### src/rtl/wavegen_pkg.sv
`default_nettype none
// ============================================================================
// Module   : wavegen_pkg
// Purpose  : Shared types and constants for the square-wave sweep sequencer.
// Revision : 1.0
// ============================================================================
package wavegen_pkg;

    localparam int ACC_W_DEF = 32;

    localparam logic [7:0] DUTY_10 = 8'h00;
    localparam logic [7:0] DUTY_25 = 8'h01;
    localparam logic [7:0] DUTY_50 = 8'h02;

    typedef enum logic [1:0] {
        ST_IDLE  = 2'd0,
        ST_RUN   = 2'd1,
        ST_PAUSE = 2'd2
    } state_t;

endpackage
`default_nettype wire

### src/rtl/wavegen_phase_acc.sv
`default_nettype none
// ============================================================================
// Module   : wavegen_phase_acc
// Purpose  : Phase accumulator with synchronous clear and enable; wraps mod 2^ACC_W.
// Revision : 1.0
// ============================================================================
module wavegen_phase_acc #(
    parameter int ACC_W = 32
) (
    input  logic             clk,
    input  logic             reset,
    input  logic             clr,
    input  logic             en,
    input  logic [ACC_W-1:0] step,
    output logic [ACC_W-1:0] acc
);

    always_ff @(posedge clk or negedge reset) begin
        if (!reset) begin
            acc <= '0;
        end else if (clr) begin
            acc <= '0;
        end else if (en) begin
            acc <= acc + step;
        end
    end

endmodule
`default_nettype wire

### src/rtl/wavegen_sweep_ctrl.sv
`default_nettype none
// ============================================================================
// Module   : wavegen_sweep_ctrl
// Purpose  : Steps the phase increment of the square-wave generator from a
//            start to a stop value with programmable dwell, pause and abort.
// Revision : 1.0
// ============================================================================
module wavegen_sweep_ctrl
    import wavegen_pkg::*;
#(
    parameter int ACC_W   = ACC_W_DEF,
    parameter int DWELL_W = 16
) (
    input  logic               clk,
    input  logic               reset,
    input  logic               cfg_valid,
    output logic               cfg_ready,
    input  logic [ACC_W-1:0]   cfg_start_step,
    input  logic [ACC_W-1:0]   cfg_stop_step,
    input  logic [ACC_W-1:0]   cfg_delta,
    input  logic [DWELL_W-1:0] cfg_dwell,
    input  logic [7:0]         cfg_duty,
    input  logic               cfg_loop,
    input  logic               start,
    input  logic               pause,
    input  logic               abort,
    output logic [ACC_W-1:0]   phase_acc,
    output logic [7:0]         duty_cycle,
    output logic               wave_en,
    output logic               busy,
    output logic               sweep_done
);

    state_t state, state_nxt;

    logic [ACC_W-1:0]   sh_start, sh_stop, sh_delta, cur_step;
    logic [DWELL_W-1:0] sh_dwell, dwell_cnt, dwell_reload;
    logic [7:0]         sh_duty;
    logic               sh_loop, cfg_loaded;

    logic               go, run_step, finish, nxt_ok;
    logic [ACC_W:0]     nxt_step;

    assign cfg_ready = (state == ST_IDLE);
    assign busy      = (state != ST_IDLE);

    // A programmed dwell of zero behaves exactly like a dwell of one.
    assign dwell_reload = (sh_dwell == '0) ? '0 : sh_dwell - DWELL_W'(1);
    assign nxt_step     = {1'b0, cur_step} + {1'b0, sh_delta};
    assign nxt_ok       = !nxt_step[ACC_W] && (nxt_step[ACC_W-1:0] <= sh_stop);

    always_ff @(posedge clk or negedge reset) begin
        if (!reset) begin
            state <= ST_IDLE;
        end else begin
            state <= state_nxt;
        end
    end

    always_comb begin
        state_nxt = state;
        go        = 1'b0;
        run_step  = 1'b0;
        finish    = 1'b0;
        case (state)
            ST_IDLE: begin
                if (start && cfg_loaded && !abort) begin
                    go        = 1'b1;
                    state_nxt = ST_RUN;
                end
            end
            ST_RUN: begin
                if (abort) begin
                    state_nxt = ST_IDLE;
                end else if (pause) begin
                    state_nxt = ST_PAUSE;
                end else begin
                    run_step = 1'b1;
                    if ((dwell_cnt == '0) && !nxt_ok && !sh_loop) begin
                        finish    = 1'b1;
                        state_nxt = ST_IDLE;
                    end
                end
            end
            ST_PAUSE: begin
                if (abort) begin
                    state_nxt = ST_IDLE;
                end else if (!pause) begin
                    state_nxt = ST_RUN;
                end
            end
            default: state_nxt = ST_IDLE;
        endcase
    end

    always_ff @(posedge clk or negedge reset) begin
        if (!reset) begin
            sh_start   <= '0;
            sh_stop    <= '0;
            sh_delta   <= '0;
            sh_dwell   <= '0;
            sh_duty    <= '0;
            sh_loop    <= 1'b0;
            cfg_loaded <= 1'b0;
            cur_step   <= '0;
            dwell_cnt  <= '0;
            duty_cycle <= DUTY_50;
            wave_en    <= 1'b0;
            sweep_done <= 1'b0;
        end else begin
            if (cfg_valid && cfg_ready) begin
                sh_start   <= cfg_start_step;
                sh_stop    <= cfg_stop_step;
                sh_delta   <= cfg_delta;
                sh_dwell   <= cfg_dwell;
                sh_duty    <= cfg_duty;
                sh_loop    <= cfg_loop;
                cfg_loaded <= 1'b1;
            end
            // The gate follows the state we are entering, so abort and
            // completion both drop it on the same edge that leaves RUN/PAUSE.
            wave_en    <= (state_nxt != ST_IDLE);
            sweep_done <= finish;
            if (go) begin
                cur_step   <= sh_start;
                dwell_cnt  <= dwell_reload;
                duty_cycle <= sh_duty;
            end else if (run_step) begin
                if (dwell_cnt != '0) begin
                    dwell_cnt <= dwell_cnt - DWELL_W'(1);
                end else if (nxt_ok) begin
                    cur_step  <= nxt_step[ACC_W-1:0];
                    dwell_cnt <= dwell_reload;
                end else if (sh_loop) begin
                    cur_step  <= sh_start;
                    dwell_cnt <= dwell_reload;
                end
            end
        end
    end

    wavegen_phase_acc #(
        .ACC_W (ACC_W)
    ) u_phase_acc (
        .clk   (clk),
        .reset (reset),
        .clr   (go),
        .en    (run_step),
        .step  (cur_step),
        .acc   (phase_acc)
    );

endmodule
`default_nettype wire

### config.mk
export PLATFORM = sky130hd
export DESIGN_NAME = wavegen_sweep_ctrl
export DESIGN_NICKNAME = d
export VERILOG_FILES = /design/src/rtl/wavegen_pkg.sv /design/src/rtl/wavegen_phase_acc.sv /design/src/rtl/wavegen_sweep_ctrl.sv
export SDC_FILE = /design/constraint.sdc
export NUM_CORES = 1
export LEC_CHECK = 0
export CORE_MARGIN = 2
export CORE_UTILIZATION = 43
export DETAILED_ROUTE_END_ITERATION = 8
export MAX_ROUTING_LAYER = met4
export PLACE_DENSITY_LB_ADDON = 0.1
export SYNTH_ARGS = -nofsm -noshare
export SYNTH_HDL_FRONTEND = slang
export SYNTH_SLANG_ARGS = --single-unit
### constraint.sdc
create_clock -name clk -period 7.8 [get_ports clk]
set_input_delay 0.78 -clock clk [delete_from_list [all_inputs] [get_ports clk]]
set_output_delay 0.78 -clock clk [all_outputs]
set_load 0.01 [all_outputs]
# Word level (Yosys, flattened, before mapping)
# Index checks and enable logic that the tools add are counted.
[word_totals]
register_bits = 214
in_bits = 127
output_inout_bits = 44
[classes]
eq_ne = 3
mux = 29
reduce_logical = 21
addsub = 4
magnitude_cmp = 1
[ops]
columns = ["operator", "count"]
rows = [
  ["$mux 32", 7],
  ["$mux 16", 6],
  ["$add 32x32->33", 1],
  ["$add 32x32->32", 1],
  ["$le 32x32->1", 1],
  ["$logic_not 16->1", 2],
  ["$sub 16x1->16 const B", 2],
  ["$reduce_bool 16->1", 1],
  ["$mux 2", 6],
  ["$mux 1", 9],
  ["$logic_and 1x1->1", 6],
  ["$pmux 2 s3", 1],
  ["$reduce_bool 2->1", 3],
  ["$logic_not 1->1", 4],
  ["$reduce_bool 4->1", 1],
  ["$reduce_and 3->1", 1],
  ["$reduce_bool 3->1", 1],
  ["$eq 2x1->1 const B", 1],
  ["$eq 2x2->1 const B", 1],
  ["$logic_not 2->1", 1],
  ["$ne 2x2->1 const B", 1],
  ["$reduce_and 2->1", 1],
]

# Logic depth before layout (Yosys ltp)
# Gate-level depths: netlist of run 1.
[logic_depth]
word_depth = 11
depth_mapped = 24
depth_no_buf = 22

# Modules after synthesis
# From an unflattened synthesis of run 1, not the netlist that was laid out.
[unflattened]
hier_cells = 1397
hier_area_um2 = 13287.7
[modules_own_cells]
columns = ["mod", "n_inst", "area_per_inst_um2", "cells_each", "seq_area_each_um2"]
rows = [
  ["wavegen_sweep_ctrl", 1, 10313.6, 1057, 4555.6],
  ["wavegen_phase_acc", 1, 2974.1, 340, 800.8],
]

# Worst setup path after synthesis of run 1
# Ideal clock, no wire load.
[synth_timing]
path_type = "flip-flop to flip-flop"
from = "register cur_step[0]"
to = "register cur_step[30]"
required_ns = 7.663
setup_slack_ns = 2.756
period_less_slack_ns = 5.044
stages_incl_launch_ff = 25
n_path_buf = 2
arrival_time_ns = 4.907
setup_ns = 0.137
cell_sequence = "dfrtp_1 > ha_1 > inv_1 > fa_1 > and2b_1 > o2111ai_2 > a31oi_4 > a31o_4 > a41oi_2 > o21ai_0 > a2111oi_0 > a311o_1 > ha_1 > nand4_1 > nor4_1 > nand3_1 > nor3b_1 > a22oi_1 > o211a_1 > and3_4 > and2_4 > buf_8 > buf_12 > mux2i_1 > a21oi_1"
[synth_via]
elab_chain_len = 7
elab_cells_between_ends = 10
cone_classes = "1 x add/sub; 1 x order compare; 4 x mux; 4 x reduce/logical"
[synth_rtl]
columns = ["item", "line_no", "text"]
rows = [
  ["from (decl)", "wavegen_sweep_ctrl.sv:36", "logic [ACC_W-1:0] sh_start, sh_stop, sh_delta, cur_step;"],
  ["from (signal assigned)", "wavegen_sweep_ctrl.sv:125", "cur_step <= sh_start;"],
  ["from (signal assigned)", "wavegen_sweep_ctrl.sv:132", "cur_step <= nxt_step[ACC_W-1:0];"],
  ["from (signal assigned)", "wavegen_sweep_ctrl.sv:135", "cur_step <= sh_start;"],
  ["$add 32x32->33 *", "wavegen_sweep_ctrl.sv:49", "assign nxt_step = {1'b0, cur_step} + {1'b0, sh_delta};"],
  ["$le 32x32->1 / $logic_not 1->1 (equally long branches)", "wavegen_sweep_ctrl.sv:50", "assign nxt_ok = !nxt_step[ACC_W] && (nxt_step[ACC_W-1:0] <= sh_stop);"],
  ["$logic_and 1x1->1", "wavegen_sweep_ctrl.sv:50", ""],
  ["$mux 32", "wavegen_sweep_ctrl.sv:131", "end else if (nxt_ok) begin"],
  ["$mux 32", "wavegen_sweep_ctrl.sv:129", "if (dwell_cnt != '0) begin"],
  ["$mux 32", "wavegen_sweep_ctrl.sv:128", "end else if (run_step) begin"],
  ["$mux 32", "wavegen_sweep_ctrl.sv:124", "if (go) begin"],
]
# Every way passes the cells marked *; elsewhere a longest branch is shown, timed or not. The select of a mux whose other input is x is not followed.
# A chain may end at the register's enable or synchronous reset.

# Worst setup path in the final report of run 1
[layout_timing]
from = "register cur_step[0]"
to = "register cur_step[15]"
# Same word-level chain as after synthesis.

==> summary.md, run 1 <==
| Metric | Value |
|---|---|
| Outcome | `complete, no violations` |
| # diodes | `0` |
| Maxcap violations | `0` |
| CTS hold repair buffers | `0` |
| PwrDens | `444.0 mW/mm2` |
| Syn_area_per_cell | `9.841 um2` |
| Syn. warnings | `0` |
| Fraction of registers with async set/reset | `1.000` |
| Routed WL per cell | `approximately 17 um` |
| Top FF cell, synth | `dfrtp_1` |
| Most frequent cells in the layout | `213 x dfrtp_1, 169 x clkdlybuf4s50_1, 118 x nand2_1, 115 x o21ai_0, 107 x a21oi_1` |
| CP endpoint kind | `register` |
| Sink Count | `214` |
| WS Path Type | `reg -> reg` |
| DR DRC count | `0` |
| Nets | `approximately 1700` |
| Mapped Area | `0.01271 mm2` |
| Pre-CTS setup slack | `1.804 ns` |
| HP Class | `in -> async` |
| Initial antenna violation count | `0` |
| Antenna Violating Nets Remaining | `0` |
| Leakage power | `6.861 nW` |
| Gr usage total | `0.2146` |
| Routed wire length | `32.12 mm` |
| Final Hold Viols | `0` |
| Clock slew seen by the registers of the worst setup and hold paths | `0.06 ns` |
| CTS Root Cell | `clkbuf_16` |
| CP Launch Type | `register` |
| Dpl hpwl | `23.74 mm` |
| Cts repair resizes | `0` |
| Vias | `9963` |
| Cell Rows | `62` |
| Vias in the first global route | `around 9600` |
| Worst VDD drop | `0.2326 mV` |
| CTS tree | `done` |
| GRT overflow | `0` |
| Die width | `roughly 180 um` |
| Inserted Clock Buffers | `26` |
| CP Max Fanout | `33` |
| Initial Util | `0.4394` |
| Skew final | `a little under 0.009 ns` |
| EDFF count, synth | `0` |
| Multi-input gate area | `0.006895 mm2` |
| Max Buffers Root-to-Sink | `3` |
| Clk_lat worst skew | `0.53 ns` |
| Post-synth top area cell | `dfrtp_1` |
| P&R area growth vs syn | `22.86%` |
| Worst setup margin | `~1.8 ns` |
| Post-synth net total | `between 1500 and 2000` |
| Tmin final | `6.028 ns` |
| Most common cell after layout, fill and taps aside | `dfrtp_1` |
| Detailed Routing Iterations Pass 1 | `5` |
| Rel. slew slack | `0.2871` |
| Die area | `about 0.031 mm2` |
| Worst Path Arrival | `6.42 ns` |
| RSZ-0062 raised after global routing | `no` |
| Final Cycle Share | `0.7728` |
| Share of cells above drive strength 1 | `0.1076` |
| Setup Buffers After CTS | `0` |
| Post-synth top area share | `0.4192` |
| Number of DRC markers in iteration 0 | `roughly 520` |
| Port Buffers | `170` |
| Flops & latches, synth | `roughly 210` |
| RePlAce Congestion | `slightly below 0.9` |
| First-pass GRT wire length | `~52 mm` |
| Pin count of the biggest net entering global routing | `92` |
| Worst Tran Pin Value | `1.065 ns` |
| Top post-synthesis cells by area | `dfrtp_1 42%, ha_1 9.6%, mux2_2 7.7%` |
| Sequential share of the synthesized area | `0.4213` |
| Die H | `176.0 um` |
| Sequential cell area | `0.005356 mm2` |
| Synth unique cells | `70` |
| Fillers | `2595` |
| # IOs | `~170` |
| Vias/cell | `~5.4` |
| Setup TNS | `0 ns` |
| Maximum clock rate | `roughly 170 MHz` |
| H-Tree Level Count | `1` |
| Cells after Synth | `approximately 1300` |
| Core area | `0.02894 mm2` |
| Setup Viol. Count Final | `0` |
| Critical path required time | `8.19 ns` |
| Pins Over Slew Limit | `0` |
worst max-delay path: stages, from the launching register on:
cell and delay [ns]:
dfrtp_1 0.38, ha_1 0.20, inv_1 0.06, fa_1 0.39
and2b_1 0.24, o2111ai_2 0.16, a31oi_4 0.27, a31o_4 0.23
a41oi_2 0.17, o21ai_0 0.54, a2111oi_0 0.22, a311o_1 0.33
ha_1 0.28, nand4_1 0.13, nor4_1 0.43, nand3_1 0.19
nor3b_1 0.21, a22oi_1 0.13, o211a_1 0.19, and3_4 0.22
and2_4 0.56, mux2i_1 0.27, a21oi_1 0.08
worst paths after layout:
path | from | to | slack, ns | cells past startpoint
worst max-delay path | cur_step[0] | cur_step[15] | 1.77 | 22
worst min-delay path | reset | u_phase_acc.acc[17] | 0.25 | 1
worst max register to register | cur_step[0] | cur_step[15] | 1.77 | 22
worst min register to register | sh_duty[6] | duty_cycle[6] | 0.46 | 2
max in group asynchronous | reset | dwell_cnt[13] | 6.19 | 2
min in group clk | sh_duty[6] | duty_cycle[6] | 0.46 | 2
cells in the mapped netlist, types with 2 or more instances:
master     instances
dfrtp_1          213
nand2_1          118
o21ai_0          115
a21oi_1          107
ha_1              98
nor2_1            91
mux2_2            87
inv_1             55
a21o_1            42
xnor2_1           38
mux2i_1           34
clkbuf_1          32
xor2_1            30
nand3_1           25
nor3_1            25
a31oi_1           17
nand4_1           10
buf_2              9
nand2b_1           9
o21bai_1           9
and2_1             8
nor2b_1            8
nor4_1             8
o21a_1             8
or3_1              7
and3_1             6
and4_1             6
buf_1              5
a211oi_1           4
a32oi_1            4
nand3b_1           4
o211ai_1           4
or2_2              4
a221o_1            3
a22oi_1            3
buf_12             3
nor3b_1            3
a2111oi_0          2
a2bb2oi_1          2
a311o_1            2
a31o_2             2
and2_4             2
fa_1               2
nor4b_1            2
stage by stage:
| stage | power, mW | instance area, um2 | utilization | hold WS, ns | cells |
|---|---|---|---|---|---|
| 3_3_place_gp | 5.617 | 14710 | 0.5085 | 0.4459 | 1805 |
| 3_5_place_dp | 5.689 | 14710 | 0.5085 | 0.4583 | 1805 |
| 5_1_grt | 7.547 | 15620 | 0.5399 | 0.2883 | 1853 |
| 6_report | 6.936 | 15620 | 0.5399 | 0.2535 | 1853 |
| 2_1_floorplan | 4.727 | 12710 | - | 0.4348 | 1292 |
| 4_1_cts | 6.991 | 15620 | 0.5399 | 0.2589 | 1853 |
power breakdown:
| group | internal [mW] | switching, mW |
|---|---|---|
| clock | 0.781 | 0.472 |
| combinational | 1.81 | 2.09 |
| sequential | 1.46 | 0.321 |
| total | 4.05 | 2.89 |
cell type report:
| cell class | count | share of cell area |
|---|---|---|
| timing repair buffer | 179 | 0.1136 |
| multi-input combinational | 973 | 0.4414 |
| clock buffer | 40 | 0.05214 |
| sequential | 214 | 0.3429 |
| inverter | 55 | 0.01322 |
| clock inverter | 8 | 0.006007 |
| tap | 384 | 0.03076 |
routing by layer:
metal	routed length (um)	global-route usage	up-vias
met5	0	-	-
met1	15670	0.3019	4768
met2	14310	0.3279	218
met4	588	0.04545	0
li1	-	-	4941
met3	1553	0.03618	36
registers in the layout, indices dropped and copies added (netlist names):
name and count:
cfg_loaded 1, cur_step 32, duty_cycle 8, dwell_cnt 16
sh_delta 32, sh_duty 8, sh_dwell 16, sh_loop 1
sh_start 32, sh_stop 32, state 2, sweep_done 1
u_phase_acc.acc 32, wave_en 1
cells by family after synthesis:
family | Yosys count | synth area share
buffers and inverters | 105 | 0.03661
adders and majority gates | 100 | 0.09959
DFF | 214 | 0.4213
and+or+nand+nor | 341 | 0.1254
AOI/OAI and AO/OA | 343 | 0.1665
muxes | 121 | 0.1038
xor gates and xnor gates | 68 | 0.04684
Power figures use the tool's default switching activity.
==> run 2: changes to the inputs <==
==> constraint.sdc (replaced) <==
create_clock -name clk -period 5 [get_ports clk]
set_input_delay 0.5 -clock clk [delete_from_list [all_inputs] [get_ports clk]]
set_output_delay 0.5 -clock clk [all_outputs]
set_load 0.01 [all_outputs]
==> summary.md, run 2 (synthesis results as in run 1) <==
| Metric | Value |
|---|---|
| Most common cell on crit path | `buf_12 (was ha_1)` |
| Skew final | `0.01653 ns (was 0.008789 ns)` |
| RePlAce Congestion | `0.8982 (was 0.8851)` |
| DR DRC count | `0 (unchanged)` |
| Final hold slack | `0.4700 ns (was 0.2535 ns)` |
| FF-to-FF End | `cur_step[13] (was cur_step[15])` |
| Outcome | `complete, but fails checks (was complete, no violations)` |
| CP Max Fanout | `8 (was 33)` |
| WS Path Type | `reg -> reg (unchanged)` |
| HP Class | `reg -> reg (was in -> async)` |
| Final cell count without fillers | `1899 (was 1853)` |
| Initial Util | `0.4394 (unchanged)` |
| FF-to-FF Start | `sh_delta[0] (was cur_step[0])` |
| Sink Count | `214 (unchanged)` |
| Placed instance count | `1839 (was 1805)` |
| RSZ-0062 raised after global routing | `yes (was no)` |
| Initial antenna violation count | `0 (unchanged)` |
| Port Buffers | `170 (unchanged)` |
| First-pass GRT wire length | `53.56 mm (was 51.78 mm)` |
| P&R area growth vs syn | `26.90% (was 22.86%)` |
| PwrDens | `715.0 mW/mm2 (was 444.0 mW/mm2)` |
| Internal | `6.766 mW (was 4.048 mW)` |
| H-Tree Level Count | `1 (unchanged)` |
| Share of cells above drive strength 1 | `0.1472 (was 0.1076)` |
| Rel. slew slack | `0.2094 (was 0.2871)` |
| Worst setup margin | `-0.04175 ns (was 1.772 ns)` |
| Worst Tran Pin Value | `1.182 ns (was 1.065 ns)` |
| Core area | `0.02894 mm2 (unchanged)` |
| Reg power frac | `0.240 (was 0.257)` |
| Die width | `176.0 um (unchanged)` |
| Number of DRC markers in iteration 0 | `632 (was 521)` |
| Maxcap violations | `0 (unchanged)` |
| Fillers | `2531 (was 2595)` |
| Flop-to-flop setup slack | `-0.04 ns (was 1.77 ns)` |
| Clock slew seen by the registers of the worst setup and hold paths | `0.06 ns (about the same)` |
| Leakage power | `7.100 nW (was 6.861 nW)` |
| # diodes | `0 (unchanged)` |
| Detailed Routing Iterations Pass 1 | `7 (was 5)` |
| Uppermost layer routed | `met4 (unchanged)` |
| Dpl hpwl | `24.73 mm (was 23.74 mm)` |
| Pin count of the biggest net entering global routing | `78 (was 92)` |
| Final Cycle Share | `1.008 (was 0.7728)` |
| CP Launch Type | `register (unchanged)` |
| Clk_lat worst skew | `0.53 ns (about the same)` |
| Vias/cell | `5.379 (was 5.377)` |
| PnR Total Power | `11.54 mW (was 6.936 mW)` |
| Met3 WL | `1.505 mm (was 1.553 mm)` |
| Final Hold Viols | `0 (unchanged)` |
| Vias | `10215 (was 9963)` |
| Critical path capture point | `cur_step[13] (was cur_step[15])` |
| Setup crit start | `sh_delta[0] (was cur_step[0])` |
| Pre-CTS setup slack | `-0.2267 ns (was 1.804 ns)` |
| Max stage delay on crit path | `0.38 ns (was 0.56 ns)` |
| Maximum clock rate | `198.3 MHz (was 165.9 MHz)` |
| Worst VDD drop | `0.4376 mV (was 0.2326 mV)` |
| Die area | `0.03096 mm2 (unchanged)` |
| Vias in the first global route | `9932 (was 9623)` |
| Inserted Clock Buffers | `25 (was 26)` |
| # IOs | `171 (unchanged)` |
| Critical path required time | `5.42 ns (was 8.19 ns)` |
| WL met1 | `16.22 mm (was 15.67 mm)` |
| Pins Over Slew Limit | `0 (unchanged)` |
| Routed met2 length | `14.87 mm (was 14.31 mm)` |
| Cell Rows | `62 (unchanged)` |
| Kind of cell adding the most delay to the critical path | `compound AO/OA/AOI/OAI gates (unchanged)` |
| Sw frac | `0.4135 (was 0.4163)` |
| Antenna Violating Nets Remaining | `0 (unchanged)` |
| Setup Viol. Count Final | `9 (was 0)` |
| Routed wire length | `33.48 mm (was 32.12 mm)` |
| NetSw | `4.771 mW (was 2.887 mW)` |
| Die H | `176.0 um (unchanged)` |
| Failing checks | `setup timing` |
| CTS tree | `done (unchanged)` |
| Worst R2R Path Depth | `25 (was 22)` |
| Gr usage total | `0.2224 (was 0.2146)` |
| Worst Path Buf+Inv | `4 (was 1)` |
| Nets | `1724 (was 1676)` |
| Max Buffers Root-to-Sink | `3 (unchanged)` |
| Comb power frac | `0.597 (was 0.563)` |
| Most common cell after layout, fill and taps aside | `dfrtp_1 (unchanged)` |
| CP max-delay cell | `dfrtp_1 (was and2_4)` |
| Worst Path Arrival | `5.46 ns (was 6.42 ns)` |
| GRT overflow | `0 (unchanged)` |
| Routed WL per cell | `17.63 um (was 17.33 um)` |
| CP Depth | `25 (was 22)` |
| CP endpoint kind | `register (unchanged)` |
| Tmin final | `5.042 ns (was 6.028 ns)` |
| Clock power frac | `0.163 (was 0.181)` |
| Most frequent cells in the layout | `213 x dfrtp_1, 169 x clkdlybuf4s50_1, 118 x nand2_1, 106 x a21oi_1, 97 x ha_1 (was 213 x dfrtp_1, 169 x clkdlybuf4s50_1, 118 x nand2_1, 115 x o21ai_0, 107 x a21oi_1)` |
| CTS Root Cell | `clkbuf_16 (unchanged)` |
## run 2: metal layers
metal,vias up,global-route usage
met5,-,-
met4,0,0.05510
met3,53,0.02972
met2,219,0.3420
met1,4910,0.3129
li1,5033,-
## run 2: worst min path at each step
stage,start,cells past startpoint,to
after floorplan,reset,0,cfg_loaded
after global placement,sh_duty[4],2,duty_cycle[4]
after detailed placement,sh_duty[7],2,duty_cycle[7]
after CTS,sh_duty[6],2,duty_cycle[6]
after global routing,cfg_loaded,1,cfg_loaded
final,sh_duty[1],2,duty_cycle[1]
## run 2: final cells by class
| class | instances | area, um2 | area share |
|---|---|---|---|
| multi-input cells | 973 | 7009 | 0.4344 |
| flip-flops and latches | 214 | 5356 | 0.3320 |
| repair buffers | 228 | 2231 | 0.1383 |
| clock buffers | 36 | 747.0 | 0.04629 |
| well taps | 384 | 480.5 | 0.02978 |
| inverters | 55 | 206.4 | 0.01279 |
| clock inverters | 9 | 105.1 | 0.006514 |
## run 2: stage by stage
stage               setup TNS, ns  utilization  area [um2]
global placement                0       0.5190       15020
detailed placement         -8.064       0.5190       15020
floorplan                       0            -       12710
CTS                       -0.1217       0.5552       16070
finish                    -0.1892       0.5576       16140
global route               -14.32       0.5576       16140
## run 2: worst reg2reg max path: cells and delay by family (launching register included)
family	cells	cell delay [ns]
AO/OA/AOI/OAI	9	1.56
XOR/XNOR	1	0.15
flip-flops	1	0.38
AND/OR/NAND/NOR	7	1.44
adder cells (fa/ha/maj)	3	0.71
buffers and inverters	4	0.45
multiplexers	1	0.22
## run 2: what timing repair did
action / CTS / global route
setup buffers: 11 / 3
resized for setup: 14 / 34
endpoints found under the hold margin: 74 / 0
pin swaps: 9 / 11
endpoints found under the setup margin: 49 / 50
gates cloned: 1 / 0
hold buffers: 1 / 0
## run 2: power groups by stage
stage          Combinational (mW)  Clock [mW]  Sequential (mW)
6_report                     6.89        1.88             2.77
4_1_cts                      6.83        1.93             2.77
2_1_floorplan                4.71           0             2.67
5_1_grt                      7.66        1.99             2.84
3_3_place_gp                 6.34           0             2.78
3_5_place_dp                 6.44           0             2.79
==> variant: new RTL, config.mk and constraints of run 2 <==
The parameter `DWELL_W` goes from 16 to 18.
--- a/src/rtl/wavegen_sweep_ctrl.sv
+++ b/src/rtl/wavegen_sweep_ctrl.sv
@@ -11,3 +11,3 @@
     parameter int ACC_W   = ACC_W_DEF,
-    parameter int DWELL_W = 16
+    parameter int DWELL_W = 18
 ) (
Interface: changed (resized cfg_dwell); port bits go from 171 to 173. No check against the original RTL was run, so the function may have changed too.
==> variant against run 2 <==
Synthesized cell count rose by 1.6%. Synthesized area rose by 2.2%. Hold slack got worse by 0.46 ns. Count of clock-buffer cells in the layout is 3 higher. Core utilization grew 2.9 points. Via count grew 4.6%. Wire length up 6.4%. Combinational power is 7.3% lower. Power decreased by 4.8%. Worst setup slack gained 0.046 ns. Final area rose by 8.1%. Final cell count up 5.5%. Sequential cell count is 4 higher. Largest power group unchanged.
==> variant: results (changes against run 2) <==
STATUS
---------------------------------------------------------------------
Outcome                                                  complete, no violations

PLACEMENT
---------------------------------------------------------------------
Port Buffers                                                      172   +1.2%
Placed Cells                                                    1,930   +4.9%
DP Area                                                   0.01583 mm2   +5.4%

GRT
---------------------------------------------------------------------
GR Util All Layers                                             22.64%   +0.40 points
Pin count of the biggest net entering global routing              104   +33%

CLOCKING
---------------------------------------------------------------------
Hold Buf Count CTS                                                  0   -1
Gates resized, CTS repair                                          35   +21
Post-CTS Setup Inserts                                              7   -4

STA
---------------------------------------------------------------------
Largest clock skew in the final design                     0.01311 ns   -0.003419 ns
Final min period                                             4.995 ns   -0.04627 ns

YOSYS
---------------------------------------------------------------------
Synthesized Nets                                                1,541   +1.4%
Sequential cell area fraction in the yosys report              41.99%   -0.14 points
Commonest cells post-synth                               217 x sky130_fd_sc_hd__dfrtp_1, 137 x sky130_fd_sc_hd__nand2_1, 125 x sky130_fd_sc_hd__o21ai_0
Cell types with the largest area share after synthesis   sky130_fd_sc_hd__dfrtp_1 42%, sky130_fd_sc_hd__ha_1 9.3%, sky130_fd_sc_hd__mux2_2 7.7%, sky130_fd_sc_hd__o21ai_0 4.8%, sky130_fd_sc_hd__nand2_1 4.0%
Count of cell types in the netlist                                 83   +19%
Average instance area after synthesis                       9.898 um2   +0.58%

WORST SETUP PATH
---------------------------------------------------------------------
Worst reg-to-reg path cell count                                   23   -8.0%
Max Fanout on Critical Path                                         4   -4
Crit path launch                                          sh_delta[8]
Register-to-register setup slack                             0.005 ns   +0.05 ns

DRT
---------------------------------------------------------------------
Total iterations of the first detailed-routing run                  5   -2
Initial DRC Count                                                 655   +3.6%

POWER
---------------------------------------------------------------------
Combinational cell power                                      6.39 mW   -7.3%
P_int                                                        6.570 mW   -2.9%
Switching portion of total power                               40.17%   -1.2 points

CELLS AND AREA
---------------------------------------------------------------------
Number of nets in the layout                                    1,822   +5.7%
Number of filler cells placed in the layout                     2,573   +1.7%

-- variant: layer usage --
| layer | up-vias | track usage (%) | routed length (um) |
|---|---|---|---|
| li1 | 5304 | - | - |
| met2 | 206 | 34.88 | 16310 |
| met1 | 5129 | 32.09 | 17230 |
| met3 | 49 | 2.485 | 1304 |
| met4 | 0 | 5.294 | 767 |
| met5 | - | - | 0 |
-- variant: cell families after synthesis --
group | share of synthesized area (%)
and+or+nand+nor | 12.91
DFF | 41.99
adders and majority gates | 9.647
muxes | 10.03
xor gates and xnor gates | 4.650
AOI/OAI and AO/OA | 17.21
buffers and inverters | 3.562
-- variant: area by class of cell --
cell class | count | share of cell area (%)
Sequential cell | 218 | 31.28
Timing Repair Buffer | 304 | 16.40
Multi-Input combinational cell | 986 | 43.43
Tap cell | 390 | 2.797
Clock inverter | 9 | 0.5666
Inverter | 57 | 1.227
Clock buffer | 39 | 4.304
